<file path="src/rtl/score_encoder.sv">
// score_encoder: rebuilds a binary score from six decimal digits, one digit per clock, MSD first.
module score_encoder #(
  parameter int NUM_DIGITS = 6,
  parameter int DIGIT_W    = 5,
  parameter int SCORE_W    = 25
) (
  input  logic               clk,
  input  logic               reset,
  input  logic               start,
  input  logic [DIGIT_W-1:0] hthousands,
  input  logic [DIGIT_W-1:0] tthousands,
  input  logic [DIGIT_W-1:0] thousands,
  input  logic [DIGIT_W-1:0] hundreds,
  input  logic [DIGIT_W-1:0] tens,
  input  logic [DIGIT_W-1:0] ones,
  output logic               busy,
  output logic               done,
  output logic               error,
  output logic [SCORE_W-1:0] score
);
  localparam int SR_W = NUM_DIGITS * DIGIT_W;
  localparam int CNT_W = $clog2(NUM_DIGITS);
  localparam logic [1:0] IDLE = 2'd0, ACCUM = 2'd1, DONE = 2'd2;
  logic [1:0] state_q, state_d;
  logic [SR_W-1:0] sr_q, sr_d, digits;
  logic [SCORE_W-1:0] acc_q, acc_d, mac, score_q, score_d;
  logic [CNT_W-1:0] cnt_q, cnt_d;
  logic bad_q, bad_d, bad_in, error_q, error_d, go, accum, last, fin;
  assign digits = {hthousands, tthousands, thousands, hundreds, tens, ones};
  assign go     = state_q == IDLE && start;
  assign accum  = state_q == ACCUM;
  assign last   = cnt_q == CNT_W'(NUM_DIGITS - 1);
  assign fin    = accum && last;
  assign mac    = (acc_q << 3) + (acc_q << 1) + SCORE_W'(sr_q[SR_W-1 -: DIGIT_W]);
  always_comb begin
    bad_in = 1'b0;
    for (int i = 0; i < NUM_DIGITS; i++) bad_in = bad_in | (digits[i*DIGIT_W +: DIGIT_W] > DIGIT_W'(9));
  end
  always_comb begin
    state_d = state_q == IDLE ? (start ? ACCUM : IDLE) : accum ? (last ? DONE : ACCUM) : IDLE;
    sr_d    = go ? digits : accum ? sr_q << DIGIT_W : sr_q;
    acc_d   = go ? '0 : accum ? mac : acc_q;
    cnt_d   = go ? '0 : accum ? cnt_q + CNT_W'(1) : cnt_q;
    bad_d   = go ? bad_in : bad_q;
    // a conversion with any bad digit still runs to completion but keeps the old score
    score_d = fin && !bad_q ? mac : score_q;
    error_d = fin ? bad_q : error_q;
  end
  always_ff @(posedge clk) begin
    if (reset) begin
      state_q <= IDLE;
      sr_q    <= '0;
      acc_q   <= '0;
      cnt_q   <= '0;
      bad_q   <= 1'b0;
      score_q <= '0;
      error_q <= 1'b0;
    end else begin
      state_q <= state_d;
      sr_q    <= sr_d;
      acc_q   <= acc_d;
      cnt_q   <= cnt_d;
      bad_q   <= bad_d;
      score_q <= score_d;
      error_q <= error_d;
    end
  end
  assign busy  = accum;
  assign done  = state_q == DONE;
  assign error = error_q;
  assign score = score_q;
endmodule

</file>
<file path="config.mk">
export PLATFORM = sky130hd
export DESIGN_NAME = score_encoder
export DESIGN_NICKNAME = d
export VERILOG_FILES = /design/src/rtl/score_encoder.sv
export SDC_FILE = /design/constraint.sdc
export NUM_CORES = 1
export LEC_CHECK = 0
export CAP_MARGIN = 20
export CORE_MARGIN = 1.5
export CORE_UTILIZATION = 49
export DETAILED_ROUTE_END_ITERATION = 8
export GPL_ROUTABILITY_DRIVEN = 0
export GPL_TIMING_DRIVEN = 0
export PLACE_DENSITY = 0.79
export SYNTH_ARGS = -nofsm -noshare
export SYNTH_HDL_FRONTEND = slang
export SYNTH_SLANG_ARGS = --single-unit
</file>
<file path="constraint.sdc">
create_clock -name clk -period 3.9 [get_ports clk]
set_input_delay 0.78 -clock clk [delete_from_list [all_inputs] [get_ports clk]]
set_output_delay 0.78 -clock clk [all_outputs]
set_load 0.1 [all_outputs]
</file>
==> results.ini <==
[sta]
finalSetupViolCount=0
finalSetupTns_ns=0
fin_skew_ns=0.00945
period_minus_slack_ns=3.69
max_slew.worst_pin.slew_ns=1.03
drv_slew=0
maxSlewHeadroom_pct=31.0
fmax_mhz=271
rsz0062_at_grt=false
hold_violations=0
min_period_over_period_pct=94.7

[yosys]
synth_seq_cells=86
synth_cells=537
synth_top_cell_area_share_pct=37.4
synth_cell_types=51
ys.flop_type=dfxtp_1
synth_edf_count=0
yosys-top-cells-area=dfxtp_1, ha_1, a21oi_1
yosysSeqAreaShare_pct=37.4
synth_nets=618
synth_area_leader_cell=dfxtp_1
ys_warn_count=0
avgSynthCellArea_um2=8.57
async_flop_share_pct=0
synthesis.area_um2=4600

[place]
place_area_um2=5330
port_buffers=59
hpwl_um=8540

[setup_path]
crit_start=state_q[1]
path_class=reg -> out
cp-end-kind=output port
cp_data_arrival_time_ns=2.91
crit_required_ns=3.12
path_max_fanout=10
timing.rr.start=acc_q[0]
startpoint_type=flop

[die]
rows=35
die_area_um2=9990
die_w_um=99.9
die_y_um=99.9
core_area_um2=9150
initial_core_util_pct=50.3
ioPinCount=61

[clock_network]
cts_max_path_buffers=2
tritoncts=yes
ctsRootBufferMaster=clkbuf_8
htreeDepth=3
insertion_delay_ns=0.36
post_cts.repair.setup_buffers=0
path_clk_slew_ns=0.08
clock_sinks=86
cts-buffers-inserted=9

[route]
finalWirelength_um=11200
drt-wirelength-per-cell_um=15.5
drt_first_pass_iters=5
vias_per_cell=5.83
drt_iter0_drc=181
ant_nets=0
route.detailed.drc=0
vias=4199

[worst_hold_path]
hold_path.class=reg -> reg
hold_start=score[18]

[finish]
drive_gt1_share_pct=5.25
nets=688
fin_area_um2=5530
area_growth_pct=20.1
diodes=0

[power_and_ir_drop]
ir_worst_vdd_v=0.000171
pwr-share-comb_pct=10.7
power_uw=1780
p_per_area_nw_per_um2=321
p_leak_uw=0.00227
seq_power_share_pct=51.8
switching_share_pct=25.2
p_switching_uw=448
power.internal_uw=1330
clkPwrFrac_pct=37.5

[global_routing]
grt_max_degree=14
grt_pass1_wl_um=18700
antenna_found_initial=0
grt_pass1_vias=3996
overflow=0
grt_use_total_pct=23.3

[run]
drv_cap=0

[outcome]
status=finished, final reports clean

==> per-layer routing <==
| metal | track usage [%] | part of all wire, % | up-vias |
|---|---|---|---|
| met4 | 6.83 | 1.6 | 0 |
| met1 | 29.8 | 43 | 1962 |
| li1 | - | - | 2080 |
| met3 | 4.53 | 6.8 | 18 |
| met2 | 40.1 | 49 | 139 |
| met5 | 0 | 0 | - |
==> cell usage after synthesis, drive strengths merged (3+ instances only) <==
| cell | count |
|---|---|
| nand2 | 89 |
| dfxtp | 86 |
| a21oi | 68 |
| ha | 45 |
| o21ai | 26 |
| a22oi | 25 |
| clkbuf | 23 |
| nor2 | 20 |
| nand3 | 18 |
| a22o | 17 |
| xnor2 | 14 |
| inv | 11 |
| nor3 | 11 |
| xor2 | 10 |
| a21o | 8 |
| buf | 7 |
| nand4 | 7 |
| a31oi | 6 |
| and3 | 6 |
| o211ai | 4 |
| o21a | 4 |
| a211oi | 3 |
| fa | 3 |
| nor2b | 3 |
==> power by group through the flow <==
stage | Sequential, uW | Clock, uW | Combinational, uW
6_report | 920 | 666 | 190
5_1_grt | 924 | 707 | 211
4_1_cts | 920 | 671 | 190
3_5_place_dp | 941 | 0 | 191
3_3_place_gp | 940 | 0 | 184
2_1_floorplan | 936 | 0 | 115
==> state kept, by name (all words and copies together), names as in the netlist <==
name,count
acc_q,24
cnt_q,3
error,1
bad_q,1
sr_q,30
state_q,2
score,25
==> critical path, stage by stage, from the launching register on <==
cell and delay (ns):
dfxtp_1 0.34, nand2b_1 0.15, clkbuf_1 0.16, inv_1 0.11, clkbuf_1 0.40, buf_1 0.47
dlygate4sd2_1 0.92
==> layout by cell type (no fill, tap or decap), types with 3 or more instances in the layout <==
cell,synthesis,routed
clkbuf_8,0,9
clkdlybuf4s50_1,0,58
xnor2_1,14,14
o21a_1,4,4
a21oi_1,68,68
a22oi_1,25,25
o21ai_0,24,24
buf_1,3,3
nand3_1,18,18
a21o_1,8,8
inv_1,10,10
buf_2,4,4
nor2b_1,3,3
nor3_1,10,10
nand2_1,89,89
and3_1,6,6
fa_1,3,3
a22o_1,17,17
o211ai_1,4,4
nand4_1,6,6
ha_1,45,45
dfxtp_1,86,86
clkbuf_1,23,23
a211oi_1,3,3
a31oi_1,5,5
xor2_1,10,10
nor2_1,19,19
==> logic make-up (layout without fill, tap and decap cells) <==
logic type / count (synthesis) / count (layout) / synth area share (%)
AO/OA/AOI/OAI: 171 / 171 / 24.3
XOR/XNOR: 24 / 24 / 4.57
adder cells (fa/ha/maj): 48 / 48 / 13.5
buffers and inverters: 41 / 113 / 3.45
flip-flops: 86 / 86 / 37.4
multiplexers: 1 / 1 / 0.217
AND/OR/NAND/NOR: 166 / 166 / 16.5
==> final cells by class <==
| type | count | area (um2) |
|---|---|---|
| multi-input cells | 410 | 2720 |
| inverters | 11 | 41.3 |
| clock buffers | 9 | 124 |
| well taps | 111 | 139 |
| repair buffers | 59 | 589 |
| fillers | 817 | 3620 |
| clock inverters | 4 | 73.8 |
| plain buffers | 30 | 118 |
| flip-flops and latches | 86 | 1720 |
==> path summary, 6_finish.rpt <==
check	endpoint	slack, ns	depth (start not counted)
worst min register to register	score[18]	0.46	2
worst max-delay path	busy	0.21	6
worst min-delay path	score[18]	0.46	2
worst max register to register	acc_q[20]	0.65	11
==> stage by stage <==
step           utilization (%)  cells  hold slack, ns  setup slack [ns]
2_1_floorplan                -    537           0.436              1.03
3_3_place_gp              58.3    707           0.437             0.282
3_5_place_dp              58.3    707           0.447             0.253
4_1_cts                   60.4    720           0.462             0.182
5_1_grt                   60.4    720           0.485            0.0229
6_report                  60.4    720           0.457             0.205
==> repair_timing <==
action / in CTS / in global routing
setup endpoints to repair: 1 / 0
hold buffers: 0 / 0
gates resized for setup: 1 / 0
Power figures use the tool's default switching activity.
